[src/rtl/ring_seq_ctrl.sv]
// Ring-counter sequencing controller: seeds, rotates and reports ring status.
// Define RING_JOHNSON_EN for twisted-ring (Johnson) mode.
module ring_seq_ctrl #(
  parameter int WIDTH = 4,
  parameter int CNT_W = 8
) (
  input  logic             clk_i,
  input  logic             clr_i,
  input  logic             start_i,
  input  logic             stop_i,
  input  logic             hold_i,
  input  logic             dir_i,
  input  logic [CNT_W-1:0] steps_i,
  output logic [WIDTH-1:0] ring_o,
  output logic             busy_o,
  output logic             done_o,
  output logic             wrap_o,
  output logic [CNT_W-1:0] step_cnt_o
);

  typedef enum logic [1:0] {
    IDLE = 2'd0,
    SEED = 2'd1,
    RUN  = 2'd2
  } state_t;

`ifdef RING_JOHNSON_EN
  localparam logic [WIDTH-1:0] SEED_PAT = '0;
`else
  localparam logic [WIDTH-1:0] SEED_PAT = WIDTH'(1);
`endif

  state_t           state_q, state_d;
  logic [WIDTH-1:0] ring_q, ring_d;
  logic [CNT_W-1:0] cnt_q, cnt_d;
  logic [CNT_W-1:0] steps_q, steps_d;
  logic             dir_q, dir_d;
  logic             done_q, done_d;
  logic             wrap_q, wrap_d;
  logic [WIDTH-1:0] rot;
  logic [CNT_W-1:0] cnt_inc;

  always_comb begin
    rot = ring_q;
`ifdef RING_JOHNSON_EN
    if (dir_q) rot = {~ring_q[0], ring_q[WIDTH-1:1]};
    else       rot = {ring_q[WIDTH-2:0], ~ring_q[WIDTH-1]};
`else
    if (dir_q) rot = {ring_q[0], ring_q[WIDTH-1:1]};
    else       rot = {ring_q[WIDTH-2:0], ring_q[WIDTH-1]};
`endif
  end

  assign cnt_inc = cnt_q + CNT_W'(1);

  always_comb begin
    state_d = state_q;
    ring_d  = ring_q;
    cnt_d   = cnt_q;
    steps_d = steps_q;
    dir_d   = dir_q;
    done_d  = 1'b0;
    wrap_d  = 1'b0;
    unique case (state_q)
      IDLE: begin
        if (start_i && !stop_i) begin
          dir_d   = dir_i;
          steps_d = steps_i;
          state_d = SEED;
        end
      end
      SEED: begin
        if (stop_i) begin
          state_d = IDLE;
        end else begin
          ring_d  = SEED_PAT;
          cnt_d   = '0;
          state_d = RUN;
        end
      end
      RUN: begin
        if (stop_i) begin
          state_d = IDLE;
        end else if (!hold_i) begin
          ring_d = rot;
          cnt_d  = cnt_inc;
          wrap_d = (rot == SEED_PAT);
          // steps of zero means free-run: never completes
          if (steps_q != '0 && cnt_inc == steps_q) begin
            done_d  = 1'b1;
            state_d = IDLE;
          end
        end
      end
      default: state_d = IDLE;
    endcase
  end

  always_ff @(posedge clk_i or posedge clr_i) begin
    if (clr_i) begin
      state_q <= IDLE;
      ring_q  <= '0;
      cnt_q   <= '0;
      steps_q <= '0;
      dir_q   <= 1'b0;
      done_q  <= 1'b0;
      wrap_q  <= 1'b0;
    end else begin
      state_q <= state_d;
      ring_q  <= ring_d;
      cnt_q   <= cnt_d;
      steps_q <= steps_d;
      dir_q   <= dir_d;
      done_q  <= done_d;
      wrap_q  <= wrap_d;
    end
  end

  assign ring_o     = ring_q;
  assign busy_o     = (state_q != IDLE);
  assign done_o     = done_q;
  assign wrap_o     = wrap_q;
  assign step_cnt_o = cnt_q;

endmodule
[config.mk]
export PLATFORM = sky130hd
export DESIGN_NAME = ring_seq_ctrl
export DESIGN_NICKNAME = d
export VERILOG_FILES = /design/src/rtl/ring_seq_ctrl.sv
export SDC_FILE = /design/constraint.sdc
export NUM_CORES = 1
export LEC_CHECK = 0
export ABC_AREA = 1
export CELL_PAD_IN_SITES_DETAIL_PLACEMENT = 0
export CELL_PAD_IN_SITES_GLOBAL_PLACEMENT = 1
export CORE_UTILIZATION = 32
export DETAILED_ROUTE_END_ITERATION = 7
export GPL_ROUTABILITY_DRIVEN = 0
export GPL_TIMING_DRIVEN = 0
export HOLD_SLACK_MARGIN = 0.1
export PLACE_DENSITY_LB_ADDON = 0.1
export SYNTH_ARGS = -nofsm -noshare
export SYNTH_HDL_FRONTEND = slang
export SYNTH_SLANG_ARGS = --single-unit
[constraint.sdc]
create_clock -name clk_i -period 1.3 [get_ports clk_i]
set_input_delay 0.325 -clock clk_i [delete_from_list [all_inputs] [get_ports clk_i]]
set_output_delay 0.325 -clock clk_i [all_outputs]
set_load 0.01 [all_outputs]
## Yosys cells after proc, flatten, opt, wreduce, memory -nomap -nowiden

Index checks and enable logic that the tools add are counted.

- Shifts and indexed selects: 0
- Multipliers: 0
- Equality and inequality tests: 10
- Mux-type cells: 22
- Reductions and logical operators: 10
- Add/subtract/negate cells: 1
- Divide/modulo/power cells: 0
- Bitwise gates (word level): 0
- $lt $le $gt $ge: 0

Operators by type and width:

| operator | number |
|---|---|
| 2-to-1 mux 8 bit | 3 |
| 2-to-1 mux 4 bit | 4 |
| one-hot mux 8 bit (2 select lines) | 1 |
| 2-to-1 mux 2 bit | 5 |
| adder 8 x 1 -> 8 bit, second input constant | 1 |
| == test 8 bit | 1 |
| != test 2 bit, second input constant | 4 |
| one-hot mux 4 bit (2 select lines) | 1 |
| nonzero test 8 bit | 1 |
| 2-to-1 mux 1 bit | 7 |
| != test 3 bit, second input constant | 2 |
| one-hot mux 2 bit (3 select lines) | 1 |
| == test 4 x 1 -> 1 bit, second input constant | 1 |
| AND reduction 4 bit | 1 |
| nonzero test 2 bit | 2 |
| AND reduction 3 bit | 1 |
| == test 2 x 1 -> 1 bit, second input constant | 1 |
| == test 2 bit, second input constant | 1 |
| logical AND 1 bit | 2 |
| zero test 2 bit | 1 |
| AND reduction 2 bit | 1 |
| zero test 1 bit | 1 |

- Memories: 0
- Word-level logic and storage cells: 50
- Bits in latches: 0
- Bits in writable memories: 0
- ROM bits: 0
- Register bits after elaboration: 25

## Depth between registers and ports, before layout

Gate-level depths: netlist (run 1).

- Depth after elaboration: 7
- Mapped depth: 13

## Least setup slack after synthesis (run 1)

No wires, ideal clock.

- Kind: register -> register
- Start point: register cnt_q[0] (netlist: step_cnt_o[0])
- End point: register state_q[1]
- Library setup time: 0.125 ns
- Stages on the path, launching flop included: 12
- Data arrival time: 1.446 ns
- Path buffers: 0
- Clock period less this slack: 1.571 ns
- Data required time: 1.175 ns
- Path slack: -0.271 ns
- Cells stage by stage: dfrtp_1 ha_1 nand2_1 nor2_1 nand2_1 nand2_1 and2_4 nor2_1 nor2_1 nand3_1 nand2_1 nand2_1

- Longest elaborated chain between the ends: 5

RTL lines:

| what | RTL line | text |
|---|---|---|
| start, declared | 35 | `logic [CNT_W-1:0] cnt_q, cnt_d;` |
| start signal, assigned | 111 | `cnt_q <= cnt_d;` |
| adder 8 x 1 -> 8 bit | 54 | `assign cnt_inc = cnt_q + CNT_W'(1);` |
| == test 8 bit | 89 | `if (steps_q != '0 && cnt_inc == steps_q) begin` |
| logical AND 1 bit | 89 |  |
| != test 3 bit (no source line) | n/a |  |
| AND reduction 3 bit (no source line) | n/a |  |
| end signal, assigned | 109 | `state_q <= state_d;` |
| end, declared | 33 | `state_t state_q, state_d;` |

Every way passes these cells.
A chain may end at the register's enable or synchronous reset.

## Worst setup path in the final report (run 1)

- Start point: register cnt_q[1] (netlist: step_cnt_o[1])
- End point: register state_q[1]

The elaborated chain is that of the path after synthesis.

==> results of run 1 <==
==> registers in the layout (all words and copies together) (netlist names) <==
register and count:
state_q 2, dir_q 1, wrap_o 1, ring_o 4
steps_q 8, step_cnt_o 8, done_o 1
==> what timing repair did <==
item / in CTS / in global routing
resized for setup: 40 / 32
pin swaps: 4 / 8
buffers inserted: 9 / 11
setup endpoints to repair: 37 / 53
==> power groups by stage <==
stage	registers (mW)	logic, mW	clock network (mW)
2_1_floorplan	1.01	0.331	0
6_report	0.991	0.725	0.500
3_5_place_dp	1.02	0.577	0
4_1_cts	0.977	0.636	0.505
5_1_grt	1.01	0.821	0.549
3_3_place_gp	1.01	0.571	0
==> Yosys cell counts <==
cell	count
inv_1	27
o22ai_1	7
nand2_1	49
a31oi_1	1
ha_1	1
clkbuf_1	2
and2_4	1
nor2_4	1
buf_2	1
nand3_1	19
xnor3_1	1
nand4_1	3
xor2_1	1
clkinv_1	1
nor2_1	18
o21ai_0	14
dfrtp_1	25
==> metrics by stage <==
step                      worst slack [ns]  TNS (ns)
after floorplan                     -0.186    -0.315
after global placement              -0.415    -14.60
after detailed placement            -0.443    -15.00
after CTS                           -0.318     -1.23
after global routing                -0.465     -1.67
final                               -0.293    -0.794
==> critical path, delay by kind of cell (launching register included) <==
family | cells | cell delay [ns]
flops | 1 | 0.45
simple gates | 10 | 0.76
buf+inv | 2 | 0.09
fa+ha+maj | 1 | 0.18
==> layer usage <==
layer	vias to the layer above	part of all wire, %	GRT usage (%)
met5	-	0	0
met4	0	1.6	6.52
met3	5	2.5	2.60
met2	21	45	25.6
met1	554	50	22.5
li1	648	-	-
==> worst paths after layout <==
check | from | to | slack (ns)
max | step_cnt_o[1] | state_q[1] | -0.29
min | clr_i | ring_o[1] | 0.44
max reg2reg | step_cnt_o[1] | state_q[1] | -0.29
min reg2reg | steps_q[5] | steps_q[5] | 0.58
max in group asynchronous | clr_i | step_cnt_o[1] | 0.52
min in group clk_i | steps_i[5] | steps_q[5] | 0.56
==> cell families (layout without fill, tap and decap cells) <==
kind of cell / count (synthesis) / count (layout)
and+or+nand+nor: 91 / 91
DFF: 25 / 25
buffers and inverters: 31 / 82
AOI/OAI and AO/OA: 22 / 22
adders and majority gates: 1 / 1
xor gates and xnor gates: 2 / 2
==> cell type report <==
class | instances | area (µm²)
Multi-Input combinational cell | 116 | 653
Buffer | 2 | 22.5
Tap cell | 48 | 60.1
Sequential cell | 25 | 629
Inverter | 28 | 113
Clock inverter | 1 | 8.76
Fill cell | 365 | 1810
Clock buffer | 3 | 41.3
Timing Repair Buffer | 48 | 430
==> results.cfg, run 1 <==
[power]
p_int_mw = 1.49
cellPowerDensity_mw_per_mm2 = 1130
p_sw_mw = 0.727
pwr-share-comb_pct = 32.7
max-vdd-ir-drop_v = 0.000551
p_seq_share_pct = 44.7
totalPowerFinal_mw = 2.22
clock_power_share_pct = 22.6
sw_frac_of_total_pct = 32.8
power.leakage_nw = 0.992

[critical_path]
critical-path-max-stage-delay_ns = 0.45
worst_r2r_path_depth = 13
cpMostUsedCell = nand2_1
critPathCaptureType = register
crit_arrival_ns = 1.77
critical_path.cell_chain = ha_4, nand2_4, inv_1, nand2_1, nand2_1, nand2_1, nand2_1, inv_1, nand3_1, nor2_1, nand3_1, nand2_1, nand2_1
cp_max_fo = 3
critPathSlowestCell = dfrtp_2
crit_type = reg2reg
required_ns = 1.47
start_kind = register

[global_routing]
grt-ovfl-total = 0
grt_max_degree = 26
first_global_vias = 1155
grt_pass1_wl_um = 5240
grt_util_all_layers_pct = 16.4
grt_antenna_before_repair = 0

[die]
die-area_mm2 = 0.00430
rows = 22
start_util_pct = 34.3
io-pin-count = 29
core_mm2 = 0.00377
chipHeight_um = 65.6
die_w_um = 65.6

[clock_network]
clock_latency_ns = 0.28
clock-sinks = 25
cts_tree = yes
htree_num_levels = 1
clk_pin_slew_ns = 0.10
cts_hold_buf = 0
cts_max_path_buffers = 2
cts_made_buffers = 3
root_buffer = clkbuf_8

[final_layout]
final_cells = 271
area_growth_pct = 51.5
mostFrequentLayoutCell = nand2_1
nets = 239
drive_gt1_share_pct = 25.6
utilization_pct = 51.9
diodes = 0
final_area_mm2 = 0.00196
final_cell_mix = 45 x nand2_1, 23 x inv_1, 22 x dfrtp_1, 17 x buf_4, 16 x nand3_1

[synthesis]
yosysWarnings = 0
synthXorXnorAreaFrac_pct = 2.42
ys_ff_latch = 25
synthesis.nets = 187
syn-cell-area_mm2 = 0.00129
synth_compound_area_share_pct = 9.29
netlist-cell-type-count = 17
synthSimpleGateAreaFrac_pct = 29.8
synthCells = 172
synth_area_leaders = dfrtp_1 48%, nand2_1 14%, inv_1 7.8%
syn_avg_cell_area_um2 = 7.51
synthAdderAreaFrac_pct = 0.968
synth_top_family_by_area = simple AND/OR/NAND/NOR gates
muxShareOfSynthArea_pct = 0
yosys.area.top_type = dfrtp_1
synth_top_area_share_pct = 48.4
ys_seq_area_share_pct = 48.4

[placement]
place_inst = 248
portBuffers = 28
hpwl_um = 2180
post_dp_cell_area_mm2 = 0.00165

[timing]
setup_viol = 5
slew_viol_final = 0
hold_viol = 0
fin_crit_sh_pct = 123
setup_ws_ns = -0.293
rsz0062_at_grt = yes
max_freq_mhz = 628
slew_headroom_pct = 63.4
fin_crit_ns = 1.59
worst_pin_slew_ns = 0.547
hold_slack_ns = 0.441
clock_skew_ns = 0.00648

[routing]
drt_iter0_drc = 58
remaining_drc_errors = 0
wl_per_cell_um = 11.3
drt-total-wl_um = 3050
via_per_inst = 4.53
ant_nets = 0
dr.pass1.iters = 4
vias = 1228

[status]
status = finished with violations
violations = negative setup slack

[job]
maxCapViolCount = 0

[min_path]
worstHoldPathType = in2async
Power figures use the tool's default switching activity.
==> run 2: changes to the inputs <==
--- a/config.mk
+++ b/config.mk
@@ -11,7 +11,7 @@
 export CORE_UTILIZATION = 32
 export DETAILED_ROUTE_END_ITERATION = 7
 export GPL_ROUTABILITY_DRIVEN = 0
-export GPL_TIMING_DRIVEN = 0
+export GPL_TIMING_DRIVEN = 1
 export HOLD_SLACK_MARGIN = 0.1
 export PLACE_DENSITY_LB_ADDON = 0.1
 export SYNTH_ARGS = -nofsm -noshare
==> run 2 against run 1 <==
The flow still finishes with violations (negative setup slack). Sequential power decreased by 0.8%. Clock skew shrank 0.0021 ns. Critical endpoint unchanged. Cell area is 6.3% higher. Largest cell class unchanged. Sequential share of layout area decreased by 2.0 points.
==> results.cfg, run 2 (synthesis gave the netlist of run 1 again) <==
[timing]
rsz0062_at_grt = yes
hold_viol = 0
max_freq_mhz = 647
worst_pin_slew_ns = 0.288
slew_viol_final = 0
fin_crit_ns = 1.55
clock_skew_ns = 0.00434
hold_slack_ns = 0.369
fin_crit_sh_pct = 119
slew_headroom_pct = 80.6
setup_ws_ns = -0.246
setup_viol = 6

[critical_path]
critical_path_buf_inv_count = 1
critPathCaptureType = register
critPathSlowestCell = dfrtp_2
required_ns = 1.48
crit_arrival_ns = 1.73
crit_type = reg2reg
cp_max_fo = 3
critical_path.cell_chain = ha_4, inv_2, nand2_1, nand2_1, nor2_1, nand2_1, nor2_1, nand3_1, nor2_1, nand3_1, nand2_1, nand2_1
start_kind = register
critical-path-max-stage-delay_ns = 0.44
cpMostUsedCell = nand2_1
crit_family = simple AND/OR/NAND/NOR gates

[final_layout]
drive_gt1_share_pct = 31.4
final_cell_mix = 44 x nand2_1, 32 x buf_4, 23 x inv_1, 23 x dfrtp_1, 16 x nand3_1
mostFrequentLayoutCell = nand2_1
area_growth_pct = 61.0
final_cells = 287
diodes = 0
utilization_pct = 55.2
nets = 255

[job]
maxCapViolCount = 0

[placement]
portBuffers = 28
place_inst = 268
hpwl_um = 2370

[die]
die-area_mm2 = 0.00430
rows = 22
die_w_um = 65.6
start_util_pct = 34.3
io-pin-count = 29
core_mm2 = 0.00377
chipHeight_um = 65.6

[routing]
drt-total-wl_um = 3520
remaining_drc_errors = 0
via_per_inst = 4.61
ant_nets = 0
vias = 1323
wl_per_cell_um = 12.3
drt_iter0_drc = 44
dr.pass1.iters = 4

[clock_network]
cts_hold_buf = 0
root_buffer = clkbuf_8
clk_pin_slew_ns = 0.10
clock-sinks = 25
clock_latency_ns = 0.28
cts_max_path_buffers = 2
htree_num_levels = 1
cts_made_buffers = 3
cts_tree = yes

[global_routing]
grt_antenna_before_repair = 0
grt_util_all_layers_pct = 17.1
grt_pass1_wl_um = 5390
grt-ovfl-total = 0
grt_max_degree = 26
first_global_vias = 1182

[status]
status = finished with violations
violations = negative setup slack

[power]
power.leakage_nw = 1.09
cellPowerDensity_mw_per_mm2 = 1080
max-vdd-ir-drop_v = 0.000534

[min_path]
worstHoldPathType = in2async
==> run 2: changes by cell type in the layout (fill, tap and decap cells not counted), sizes merged <==
cell	previous run	this run
clkdlybuf4s15	8	4
dlygate4sd2	3	6
clkinv	1	2
buf	25	43
clkinvlp	1	0
clkbuf	4	3
==> run 2: path summary, 6_finish.rpt <==
kind                               startpoint            end  slack [ns]  cells after the start
worst max-delay path            step_cnt_o[1]     state_q[1]       -0.25                     12
worst min-delay path                    clr_i         wrap_o        0.37                      3
worst max register to register  step_cnt_o[1]     state_q[1]       -0.25                     12
worst min register to register     steps_q[5]     steps_q[5]        0.57                      2
max in group asynchronous               clr_i  step_cnt_o[0]        0.77                      3
min in group clk_i                      dir_i          dir_q        0.57                      3
==> run 2: layout make-up <==
| class | count | area [µm²] |
|---|---|---|
| sequential | 25 | 628 |
| inverter | 28 | 105 |
| clock buffer | 3 | 41.3 |
| clock inverter | 1 | 5.00 |
| multi-input combinational | 116 | 667 |
| fill | 361 | 1690 |
| tap | 48 | 60.1 |
| timing repair buffer | 66 | 574 |
==> run 2: through the flow <==
| stage | total power [mW] | worst slack, ns | TNS, ns | cell area, µm² |
|---|---|---|---|---|
| after global placement | 1.66 | -0.233 | -4.35 | 1830 |
| after detailed placement | 1.68 | -0.324 | -5.12 | 1830 |
| after CTS | 2.15 | -0.256 | -0.829 | 1950 |
| final | 2.24 | -0.246 | -0.768 | 2080 |
| after floorplan | 1.34 | -0.186 | -0.315 | 1310 |
| after global routing | 2.36 | -0.411 | -1.68 | 2080 |
==> run 2: worst min-delay path: cells and delay by family <==
family | cells | cell delay, ns
buf+inv | 3 | 0.68
==> run 2: power breakdown <==
part	internal [mW]	switching (mW)
clock network	0.215	0.280
logic	0.387	0.375
registers	0.890	0.0928
==> run 2: what timing repair did <==
action	CTS	global route
gates cloned	1	0
pin swaps	4	5
setup endpoints to repair	21	23
resized for setup	44	25
setup buffers	9	5
==> run 2: metal layers <==
| metal | vias to the layer above | routed length (µm) | share of wire [%] | track usage (%) |
|---|---|---|---|---|
| li1 | 681 | - | - | - |
| met4 | 0 | 40 | 1.1 | 5.71 |
| met1 | 611 | 1590 | 45 | 20.9 |
| met2 | 26 | 1760 | 50 | 30.2 |
| met5 | - | 0 | 0 | 0 |
| met3 | 5 | 136 | 3.9 | 2.78 |
==> run 3: changes to the inputs <==
--- a/config.mk
+++ b/config.mk
@@ -12,7 +12,7 @@
 export DETAILED_ROUTE_END_ITERATION = 7
 export GPL_ROUTABILITY_DRIVEN = 0
 export GPL_TIMING_DRIVEN = 1
-export HOLD_SLACK_MARGIN = 0.1
+export HOLD_SLACK_MARGIN = 0.15
 export PLACE_DENSITY_LB_ADDON = 0.1
 export SYNTH_ARGS = -nofsm -noshare
 export SYNTH_HDL_FRONTEND = slang
==> results of run 3 <==
Same layout as run 2: the final DEF is identical, and so are final timing and power.
